<file path="config.mk">
export PLATFORM = sky130hd
export DESIGN_NAME = io_arbiter
export DESIGN_NICKNAME = d
export VERILOG_FILES = /design/src/rtl/io_arb_pkg.sv /design/src/rtl/io_irq_latch.sv /design/src/rtl/io_arbiter.sv
export SDC_FILE = /design/constraint.sdc
export NUM_CORES = 1
export LEC_CHECK = 0
export BUFFER_PORTS_ARGS = -buffer_cell sky130_fd_sc_hd__clkbuf_2
export CORE_ASPECT_RATIO = 0.8
export CORE_MARGIN = 5
export CORE_UTILIZATION = 35
export CTS_CLUSTER_SIZE = 28
export DETAILED_ROUTE_END_ITERATION = 8
export PLACE_DENSITY = 0.76
export SYNTH_ARGS = -nofsm -noshare
export SYNTH_HDL_FRONTEND = slang
export SYNTH_SLANG_ARGS = --single-unit
</file>
<file path="constraint.sdc">
create_clock -name clk -period 1.28 [get_ports clk]
set_input_delay 0.064 -clock clk [delete_from_list [all_inputs] [get_ports clk]]
set_output_delay 0.064 -clock clk [all_outputs]
set_load 0.01 [all_outputs]
</file>
<file path="src/rtl/io_arb_pkg.sv">
// Shared definitions for the IO arbiter: FSM states, requester IDs and address alignment.
package io_arb_pkg;

  typedef enum logic [1:0] {
    IDLE   = 2'd0,
    ACCESS = 2'd1,
    DONE   = 2'd2
  } arb_state_t;

  typedef enum logic {
    REQ_CPU = 1'b0,
    REQ_DEV = 1'b1
  } req_id_t;

  localparam logic [31:0] WORD_ALIGN_MASK = 32'hFFFF_FFFC;

  // Truncate to the IO window (wraps within 2**aw bytes) and force word alignment.
  function automatic logic [31:0] io_word_addr(input logic [31:0] a, input int unsigned aw);
    return a & ((32'd1 << aw) - 32'd1) & WORD_ALIGN_MASK;
  endfunction

endpackage

</file>
<file path="src/rtl/io_irq_latch.sv">
// Device interrupt latch: rising dev_irq sets pending, rising INT_ACK clears it; set wins.
module io_irq_latch
  import io_arb_pkg::*;
(
  input  logic clk,
  input  logic reset,
  input  logic dev_irq,
  input  logic INT_ACK,
  output logic INTR
);

  logic r_irq_d;
  logic r_ack_d;
  logic r_pending;
  logic w_irq_rise;
  logic w_ack_rise;

  assign w_irq_rise = dev_irq & ~r_irq_d;
  assign w_ack_rise = INT_ACK & ~r_ack_d;
  assign INTR       = r_pending;

  always_ff @(posedge clk) begin
    if (!reset) begin
      r_irq_d   <= 1'b0;
      r_ack_d   <= 1'b0;
      r_pending <= 1'b0;
    end else begin
      r_irq_d <= dev_irq;
      r_ack_d <= INT_ACK;
      if (w_irq_rise)      r_pending <= 1'b1;
      else if (w_ack_rise) r_pending <= 1'b0;
    end
  end

endmodule

</file>
<file path="src/rtl/io_arbiter.sv">
// Two-requester (CPU/device) round-robin arbiter for a word-addressed IO memory.
// Optional interrupt latch enabled by defining IO_ARB_IRQ_EN.
module io_arbiter
  import io_arb_pkg::*;
#(
  parameter int unsigned ADDR_W  = 12,
  parameter int unsigned SLICE_W = 32
) (
  input  logic               clk,
  input  logic               reset,
  input  logic               cpu_req,
  input  logic               cpu_wr,
  input  logic [31:0]        cpu_addr,
  input  logic [SLICE_W-1:0] cpu_wdata,
  output logic               cpu_gnt,
  output logic               cpu_done,
  input  logic               dev_req,
  input  logic               dev_wr,
  input  logic [31:0]        dev_addr,
  input  logic [SLICE_W-1:0] dev_wdata,
  output logic               dev_gnt,
  output logic               dev_done,
  output logic [SLICE_W-1:0] rdata,
  output logic               io_cs,
  output logic               io_wr,
  output logic               io_rd,
  output logic [31:0]        io_addr,
  output logic [SLICE_W-1:0] io_din,
  input  logic [SLICE_W-1:0] io_dout,
  input  logic               dev_irq,
  input  logic               INT_ACK,
  output logic               INTR
);

  arb_state_t         r_state;
  req_id_t            r_last;
  req_id_t            r_owner;
  logic               r_cs;
  logic               r_wr;
  logic               r_rd;
  req_id_t            w_winner;
  logic               w_sel_wr;
  logic [31:0]        w_sel_addr;
  logic [SLICE_W-1:0] w_sel_wdata;

  // Strobes are masked by reset so an aborted write never reaches memory at the reset edge.
  assign io_cs = r_cs & reset;
  assign io_wr = r_wr & reset;
  assign io_rd = r_rd & reset;

  always_comb begin
    w_winner = REQ_CPU;
    if (cpu_req && dev_req) w_winner = (r_last == REQ_CPU) ? REQ_DEV : REQ_CPU;
    else if (dev_req)       w_winner = REQ_DEV;
    w_sel_wr    = (w_winner == REQ_DEV) ? dev_wr    : cpu_wr;
    w_sel_addr  = (w_winner == REQ_DEV) ? dev_addr  : cpu_addr;
    w_sel_wdata = (w_winner == REQ_DEV) ? dev_wdata : cpu_wdata;
  end

  always_ff @(posedge clk) begin
    if (!reset) begin
      r_state  <= IDLE;
      r_last   <= REQ_DEV;
      r_owner  <= REQ_CPU;
      r_cs     <= 1'b0;
      r_wr     <= 1'b0;
      r_rd     <= 1'b0;
      io_addr  <= '0;
      io_din   <= '0;
      rdata    <= '0;
      cpu_gnt  <= 1'b0;
      dev_gnt  <= 1'b0;
      cpu_done <= 1'b0;
      dev_done <= 1'b0;
    end else begin
      case (r_state)
        IDLE: begin
          cpu_done <= 1'b0;
          dev_done <= 1'b0;
          if (cpu_req || dev_req) begin
            r_state <= ACCESS;
            r_owner <= w_winner;
            r_last  <= w_winner;
            r_cs    <= 1'b1;
            r_wr    <= w_sel_wr;
            r_rd    <= ~w_sel_wr;
            io_addr <= io_word_addr(w_sel_addr, ADDR_W);
            io_din  <= w_sel_wdata;
            cpu_gnt <= (w_winner == REQ_CPU);
            dev_gnt <= (w_winner == REQ_DEV);
          end
        end
        ACCESS: begin
          r_state  <= DONE;
          r_cs     <= 1'b0;
          r_wr     <= 1'b0;
          r_rd     <= 1'b0;
          if (r_rd) rdata <= io_dout;
          cpu_done <= (r_owner == REQ_CPU);
          dev_done <= (r_owner == REQ_DEV);
        end
        DONE: begin
          r_state  <= IDLE;
          cpu_gnt  <= 1'b0;
          dev_gnt  <= 1'b0;
          cpu_done <= 1'b0;
          dev_done <= 1'b0;
        end
        default: r_state <= IDLE;
      endcase
    end
  end

`ifdef IO_ARB_IRQ_EN
  io_irq_latch u_irq (
    .clk     (clk),
    .reset   (reset),
    .dev_irq (dev_irq),
    .INT_ACK (INT_ACK),
    .INTR    (INTR)
  );
`else
  logic w_unused_irq;
  assign w_unused_irq = dev_irq ^ INT_ACK;
  assign INTR         = 1'b0;
`endif

endmodule

</file>
==> reports/metrics.cfg, run 1 <==
[clock_network]
numCtsBuffers=9
clkLatencyLatePin_ps=330
cts_tree=done
cts.sinks=85
clockRootBuffer=clkbuf_16
h-tree-depth=3
path_clk_slew_ps=60
cts_buffer_depth=2

[floorplanning]
core.rowCount=32
die_area_sq_mm=0.0117
die_h_um=97.6
initial_core_util_pct=35.4
die_x_um=120
coreArea_sq_mm=0.00949
io_pins=272

[yosys]
synth-seq-area-share_pct=50.7
mappedNetlistArea_sq_mm=0.00336
yosys_warnings=0
syn-instance-count=403
ys_ff_latch=85
synth_top_cell_by_area=dfxtp_1
ys_types=26
yosysTopAreaCellShare_pct=50.7
synth_area_leaders=dfxtp_1, nand2_1, a21oi_1
avgSynthCellArea_sq_um=8.34

[timing]
period_needed_ps=1410
finalHoldViolCount=0
finalClockSkew_ps=4.81
setup_viol=12
rsz0062_at_grt=yes
fmax_ghz=0.712
finalMaxSlewViolations=0
whs_ps=25.5
fin_ws_ps=-125
fin_crit_sh_pct=110

[power]
leakagePower_nw=2.67
power.density_mw_per_mm2=1180
peakVddDrop_mv=0.993

[finish]
drive_gt1_share_pct=44.2
utilization_pct=63.0
fin_nets=856
final_cells=812
syn_to_final_growth_pct=77.9
mostFrequentLayoutCells=clkbuf_2, nand2_1, dfxtp_1
layout.cells.most_common=clkbuf_2
n_antenna_cell=0

[route]
vias_per_cell=4.81
antenna_left=0
drt-wirelength-per-cell_um=15.7
detail_route.iter0.violations=195
drt-pass1-iter-count=4
num_vias=3902
drt-total-wl_um=12700
drc_errors=0

[global_route]
grt-ovfl-total=0
antenna_found_initial=0
grt_pass1_vias=3940
grt_pass1_wl_um=18400
grt.total_usage_pct=19.4
grt_max_degree=43

[job]
max_cap_viol_count=0

[placed_design]
hpwl_um=7380
port_buffers=202
dp.cells=710
gp_congestion=0.818
dp_slack_ps=-11.9

[setup_path]
endpoint_kind=flip-flop
worstSetupPathType=flip-flop to flip-flop
required_ps=1500
critPathMaxFanout=19
r2r_cells=5
r2r-start=r_last$_SDFFE_PN1P_
cp-start-kind=flip-flop
cp_data_arrival_time_ps=1620
worstSetupStartpoint=r_last$_SDFFE_PN1P_

[min_path]
worstHoldStart=cpu_wdata[19]
hold_depth=3
holdCritPathClass=primary input to flip-flop

[outcome]
violations=setup timing
status=complete, but fails checks

-- cell type report --
| type | instances | area (sq um) |
|---|---|---|
| fillers | 753 | 3510 |
| repair buffers | 303 | 2150 |
| flip-flops and latches | 85 | 1710 |
| multi-input cells | 286 | 1670 |
| clock buffers | 10 | 229 |
| well taps | 119 | 149 |
| clock inverters | 6 | 63.8 |
| inverters | 3 | 11.3 |
-- sequential cells by signal (all words and copies together) (netlist names) --
signal    flops
cpu_done      1
r_wr          1
cpu_gnt       1
r_owner       1
rdata        32
r_cs          1
r_rd          1
r_state       2
r_last        1
dev_done      1
dev_gnt       1
io_addr      10
io_din       32
-- layer usage --
layer	wire length (um)	global-route usage (%)	share of wire, %	vias to the layer above
met5	0	0	0	-
met4	278	7.13	2.2	0
met3	1210	8.61	9.5	27
met2	6550	34.8	51	197
met1	4700	20.0	37	1780
li1	-	-	-	1898
-- through the flow --
stage	cell area (sq um)	power [mW]	TNS, ps
after floorplan	3450	3.60	0
after global placement	4510	4.06	0
after detailed placement	4510	4.09	-15.2
after CTS	5620	6.89	0
after global routing	5980	7.38	-3700
final	5980	7.03	-354
-- worst max-delay path, cell delays in order (launching register included) --
cell      delay, ps
dfxtp_2         330
nand2b_1        140
and3_4          210
buf_12          160
a22oi_1         320
a21oi_2         120
-- synthesized netlist by cell type (all sizes together) --
cell type  instances
nand2            108
dfxtp             85
a21oi             80
a22oi             42
buf               39
nor2              14
clkbuf            12
o21ai              5
and2               3
inv                3
nor3               3
nor3b              2
a211o              1
a21bo              1
and3               1
conb               1
mux2i              1
nand2b             1
nand3b             1
-- final timing paths --
check                                                to  slack [ps]
worst max-delay path            io_din[18]$_SDFFE_PN0P_        -130
worst min-delay path            io_din[19]$_SDFFE_PN0P_          30
worst max register to register  io_din[18]$_SDFFE_PN0P_        -130
worst min register to register    rdata[2]$_SDFFE_PN0P_         460
-- power breakdown --
part	leakage, nW	internal, mW	switching [mW]	total [mW]
Combinational	1.84	0.800	0.772	1.57
Clock	0.138	1.51	1.02	2.53
Sequential	0.696	2.82	0.104	2.93
Total	2.67	5.13	1.90	7.03
-- logic make-up after synthesis --
family | after synthesis | synth area share [%]
other | 1 | 0.112
and+or+nand+nor | 133 | 16.2
AOI/OAI and AO/OA | 129 | 22.8
DFF | 85 | 50.7
muxes | 1 | 0.298
buffers and inverters | 54 | 9.94
-- timing repair --
action,CTS,global route
gates cloned,1,4
resized for setup,9,59
hold buffers,75,1
endpoints found under the setup margin,26,77
pin swaps,1,16
buffers inserted,0,5
hold endpoints to repair,75,1
Power figures use the tool's default switching activity.
==> run 2: changes to the inputs <==
- SKIP_LAST_GASP: default -> 1
- clock period: 1.28 -> 1.2 ns (I/O delays scaled with it)
==> run 2 against run 1 <==
Compared with the run above: the run still ends with setup timing left; routed wire length increased by 4.7%; total power increased by 8.8%; cell count increased by 0.12%; setup slack improved by 16 ps; clock skew increased by 4.7 ps; first-iteration DRC count decreased by 28%; critical path type unchanged; highest routed layer unchanged.
==> reports/metrics.cfg, run 2 (synthesis results as in run 1) <==
[outcome]
status=complete, but fails checks
violations=setup timing

[setup_path]
worstSetupPathType=flip-flop to flip-flop
worstSetupStartpoint=r_last$_SDFFE_PN1P_
endpoint_kind=flip-flop
r2r-end=io_din[31]$_SDFFE_PN0P_
required_ps=1460
cp-endpoint=io_din[31]$_SDFFE_PN0P_
r2r-start=r_last$_SDFFE_PN1P_
cp_data_arrival_time_ps=1570
r2r_cells=6
cp-start-kind=flip-flop
worst-r2r-setup-slack_ps=-110
critPathMaxFanout=18

[finish]
drive_gt1_share_pct=48.1
syn_to_final_growth_pct=83.0
n_antenna_cell=0
mostFrequentLayoutCells=clkbuf_2, dfxtp_1, nand2_1
final_cells=813
fin_nets=857
layout.cells.most_common=clkbuf_2
top_regs=io_din x32, rdata x32, io_addr x10

[route]
drt-pass1-iter-count=4
drc_errors=0
vias_per_cell=4.98
num_vias=4045
antenna_left=0
drt-total-wl_um=13300
detail_route.iter0.violations=141
drt-wirelength-per-cell_um=16.4

[job]
max_cap_viol_count=0

[clock_network]
cts_buffer_depth=2
numCtsBuffers=9
path_clk_slew_ps=70
h-tree-depth=3
clockRootBuffer=clkbuf_16
cts_tree=done
clkLatencyLatePin_ps=330
cts.sinks=85

[floorplanning]
core.rowCount=32
initial_core_util_pct=35.4
die_x_um=120
io_pins=272
die_h_um=97.6
coreArea_sq_mm=0.00949
die_area_sq_mm=0.0117

[global_route]
grt.total_usage_pct=20.5
grt_pass1_vias=4052
antenna_found_initial=0
grt_pass1_wl_um=19500
grt_max_degree=43
grt-ovfl-total=0

[placed_design]
port_buffers=202
gp_congestion=0.770
dp.cells=713
hpwl_um=7660
dp_slack_ps=-88.5

[min_path]
hold_depth=3
holdCritPathClass=primary input to flip-flop

[power]
power.density_mw_per_mm2=1240
total_power_mw=7.64
peakVddDrop_mv=0.718
leakagePower_nw=2.85

[timing]
rsz0062_at_grt=yes
finalClockSkew_ps=9.55
fin_crit_sh_pct=109
period_needed_ps=1310
setup_viol=78
finalHoldViolCount=0
fin_ws_ps=-109
fmax_ghz=0.764
finalMaxSlewViolations=0

run 2: cell count changes in the layout (fill, tap and decap cells not counted), sizes merged:
cell	previous run	this run
buf	22	25
inv	3	6
clkinvlp	2	0
clkbuf	215	214
clkinv	3	2
dlygate4sd3	76	75
run 2: through the flow:
| stage | utilization [%] | TNS [ps] | area [sq um] | hold slack (ps) |
|---|---|---|---|---|
| after floorplan | - | -78.7 | 3540 | 122 |
| after global routing | 64.8 | -9860 | 6150 | 34.5 |
| after CTS | 60.8 | -3120 | 5770 | 19.3 |
| after detailed placement | 48.2 | -2280 | 4580 | 290 |
| final | 64.8 | -4260 | 6150 | 26.3 |
| after global placement | 48.2 | -501 | 4580 | 284 |
run 2: cell type report:
type | count | area [sq um]
inverter | 3 | 11.3
multi-input combinational | 286 | 1810
timing repair buffer | 304 | 2150
clock inverter | 6 | 66.3
fill | 738 | 3340
tap | 119 | 149
clock buffer | 10 | 250
sequential | 85 | 1710
run 2: how the worst min path moves through the flow:
stage | start | end | slack, ps
2_1_floorplan | reset | r_last$_SDFFE_PN1P_ | 120
3_3_place_gp | dev_wdata[25] | io_din[25]$_SDFFE_PN0P_ | 280
3_5_place_dp | io_dout[13] | rdata[13]$_SDFFE_PN0P_ | 290
4_1_cts | cpu_wdata[31] | io_din[31]$_SDFFE_PN0P_ | 20
5_1_grt | cpu_addr[4] | io_addr[4]$_SDFFE_PN0P_ | 30
6_report | cpu_wr | r_rd$_SDFFE_PN0P_ | 30
run 2: power breakdown:
| part | internal [mW] | leakage, nW | switching, mW |
|---|---|---|---|
| registers | 3.01 | 0.696 | 0.112 |
| clock network | 1.75 | 0.159 | 1.15 |
| logic | 0.808 | 2.00 | 0.813 |
run 2: timing repair:
action	CTS	global route
gates resized for setup	6	93
endpoints found under the setup margin	73	78
hold buffers	75	0
pin swaps	0	48
setup buffers	3	2
cloned	3	2
endpoints found under the hold margin	75	0
run 2: worst max-delay path: stages (launching register included):
cell and delay (ps):
dfxtp_2 320, a21bo_2 210, nor3_4 180, buf_6 150, clkbuf_16 180, nand2_1 60, a21oi_1 130
run 2: layer usage:
| layer | routed length, um | vias up | global-route usage (%) |
|---|---|---|---|
| met5 | 0 | - | 0 |
| li1 | - | 1897 | - |
| met4 | 455 | 0 | 8.36 |
| met1 | 5120 | 1896 | 23.0 |
| met3 | 985 | 51 | 5.65 |
| met2 | 6760 | 201 | 36.5 |
==> run 3: changes to the inputs <==
- CELL_PAD_IN_SITES_DETAIL_PLACEMENT: default -> 1
- CELL_PAD_IN_SITES_GLOBAL_PLACEMENT: default -> 1
- CORE_ASPECT_RATIO: 0.8 -> 2
- CORE_UTILIZATION: 35 -> 28
- PLACE_DENSITY: 0.76 -> default
- PLACE_DENSITY_LB_ADDON: default -> 0.1
- clock period: 1.2 -> 1.7 ns (I/O delays scaled with it)
==> run 3 against run 2 <==
Compared with the run above: setup slack better by 310 ps; count of clock-buffer cells in the layout unchanged; cell count up 0.62%; the run now ends clean; die area up 24%; routed wire length down 2.9%; worst hold slack worse by 7.0 ps; total power down 31%; clock power down 27%; maximum frequency down 13%.
==> reports/metrics.cfg, run 3 (synthesis results as in run 1) <==
[route]
drc_errors=0
vias_per_cell=4.65
antenna_left=0
drt-wirelength-per-cell_um=15.8
drt-total-wl_um=12900
num_vias=3805
drt-pass1-iter-count=4
detail_route.iter0.violations=94

[clock_network]
path_clk_slew_ps=60
cts.sinks=85
cts_buffer_depth=2
h-tree-depth=3
cts_tree=done
clockRootBuffer=clkbuf_16
clkLatencyLatePin_ps=340
numCtsBuffers=9

[outcome]
status=finished clean

[placed_design]
port_buffers=202
hpwl_um=9090
gp_congestion=0.694
dp.cells=729
dp_slack_ps=-65.3

[finish]
layout.cells.most_common=clkbuf_2
nFillCells=1450
syn_to_final_growth_pct=64.2
utilization_pct=46.9
fin_nets=837
n_antenna_cell=0
final_cells=818
top_regs=io_din x32, rdata x32, io_addr x10
regArea_sq_mm=0.00170
multi_input_area_sq_mm=0.00143
drive_gt1_share_pct=34.6
mostFrequentLayoutCells=clkbuf_2, nand2_1, dfxtp_1

[timing]
fin_ws_ps=197
fin_tns_setup_ps=0
fin_crit_sh_pct=88.4
relSlewSlack_pct=63.7
period_needed_ps=1500
setup_viol=0
finalMaxSlewViolations=0
fmax_ghz=0.665
finalHoldViolCount=0
rsz0062_at_grt=no
finalClockSkew_ps=10.1
worst_pin_slew_ps=543

[floorplanning]
die_x_um=87.5
coreArea_sq_mm=0.0118
die_h_um=165
initial_core_util_pct=28.5
core.rowCount=56
die_area_sq_mm=0.0144
io_pins=272

[power]
total_power_mw=5.29
peakVddDrop_mv=0.508
comb_power_share_pct=18.2
p_int_mw=3.91
swShare_pct=26.0
leakagePower_nw=2.49
seqPwrFrac_pct=41.5
clockPowerShare_pct=40.3
power.density_mw_per_mm2=958
p_switching_mw=1.37

[setup_path]
cp_cell_sequence=nor2_1, and3_4, a22oi_1, a21oi_1
required_ps=1950
critPathSlowestCell=and3_4
endpoint_kind=flip-flop
r2r-start=r_state[1]$_SDFFE_PN0P_
worstSetupPathType=flip-flop to flip-flop
worst-r2r-setup-slack_ps=200
worstSetupStartpoint=r_state[1]$_SDFFE_PN0P_
cp-start-kind=flip-flop
cp_top_family=simple AND/OR/NAND/NOR gates
critPathMaxFanout=43
cp_data_arrival_time_ps=1760
path_buf_inv=0
max_stage_delay_ps=570

[global_route]
busiest_layer=met2
use_met3_pct=4.64
grtUsageMet2_pct=33.0
grt.total_usage_pct=17.6
grt_max_degree=81
grt_pass1_wl_um=19900
grt-ovfl-total=0
antenna_found_initial=0
grt_pass1_vias=4118
grtUsageMet1_pct=17.5

[job]
max_cap_viol_count=0

[min_path]
worstHoldStart=reset
holdCritPathClass=primary input to flip-flop

==> run 3: final timing paths <==
check                                 end  depth (start not counted)
hold reg to reg    rdata[11]$_SDFFE_PN0P_                          2
setup reg to reg  io_din[25]$_SDFFE_PN0P_                          4
hold / removal        r_last$_SDFFE_PN1P_                          2
setup / recovery  io_din[25]$_SDFFE_PN0P_                          4
==> run 3: area by class of cell <==
class / count / area share (%)
well taps: 145 / 3.29
repair buffers: 284 / 34.0
multi-input cells: 286 / 25.8
clock inverters: 5 / 1.52
inverters: 3 / 0.204
flip-flops and latches: 85 / 30.8
clock buffers: 10 / 4.33
==> run 3: power by group through the flow <==
stage	clock network, mW	logic [mW]	registers [mW]
2_1_floorplan	0	0.419	2.29
3_3_place_gp	0	0.816	2.23
3_5_place_dp	0	0.832	2.24
4_1_cts	2.22	0.975	2.19
5_1_grt	2.29	1.06	2.21
6_report	2.13	0.962	2.20
==> run 3: metal layers <==
metal,up-vias,part of all wire [%]
met5,-,0
met4,0,2.7
met3,23,7.5
met2,156,55
met1,1772,35
li1,1854,-
==> run 3: timing repair <==
| action | CTS | global route |
|---|---|---|
| hold buffers | 74 | 0 |
| endpoints found under the setup margin | 42 | 0 |
| hold endpoints to repair | 74 | 0 |
| gates resized for setup | 1 | 0 |
| setup buffers | 0 | 0 |
==> run 3: worst register-to-register path, delay by kind of cell (launching register included) <==
family	cells	cell delay, ps
simple gates	2	730
compound gates	2	390
flops	1	310
==> run 3: through the flow <==
stage          instance area, sq um  hold slack (ps)
2_1_floorplan                  3440              147
3_3_place_gp                   4450              309
3_5_place_dp                   4450              316
4_1_cts                        5520             16.6
5_1_grt                        5520             32.8
6_report                       5520             19.3
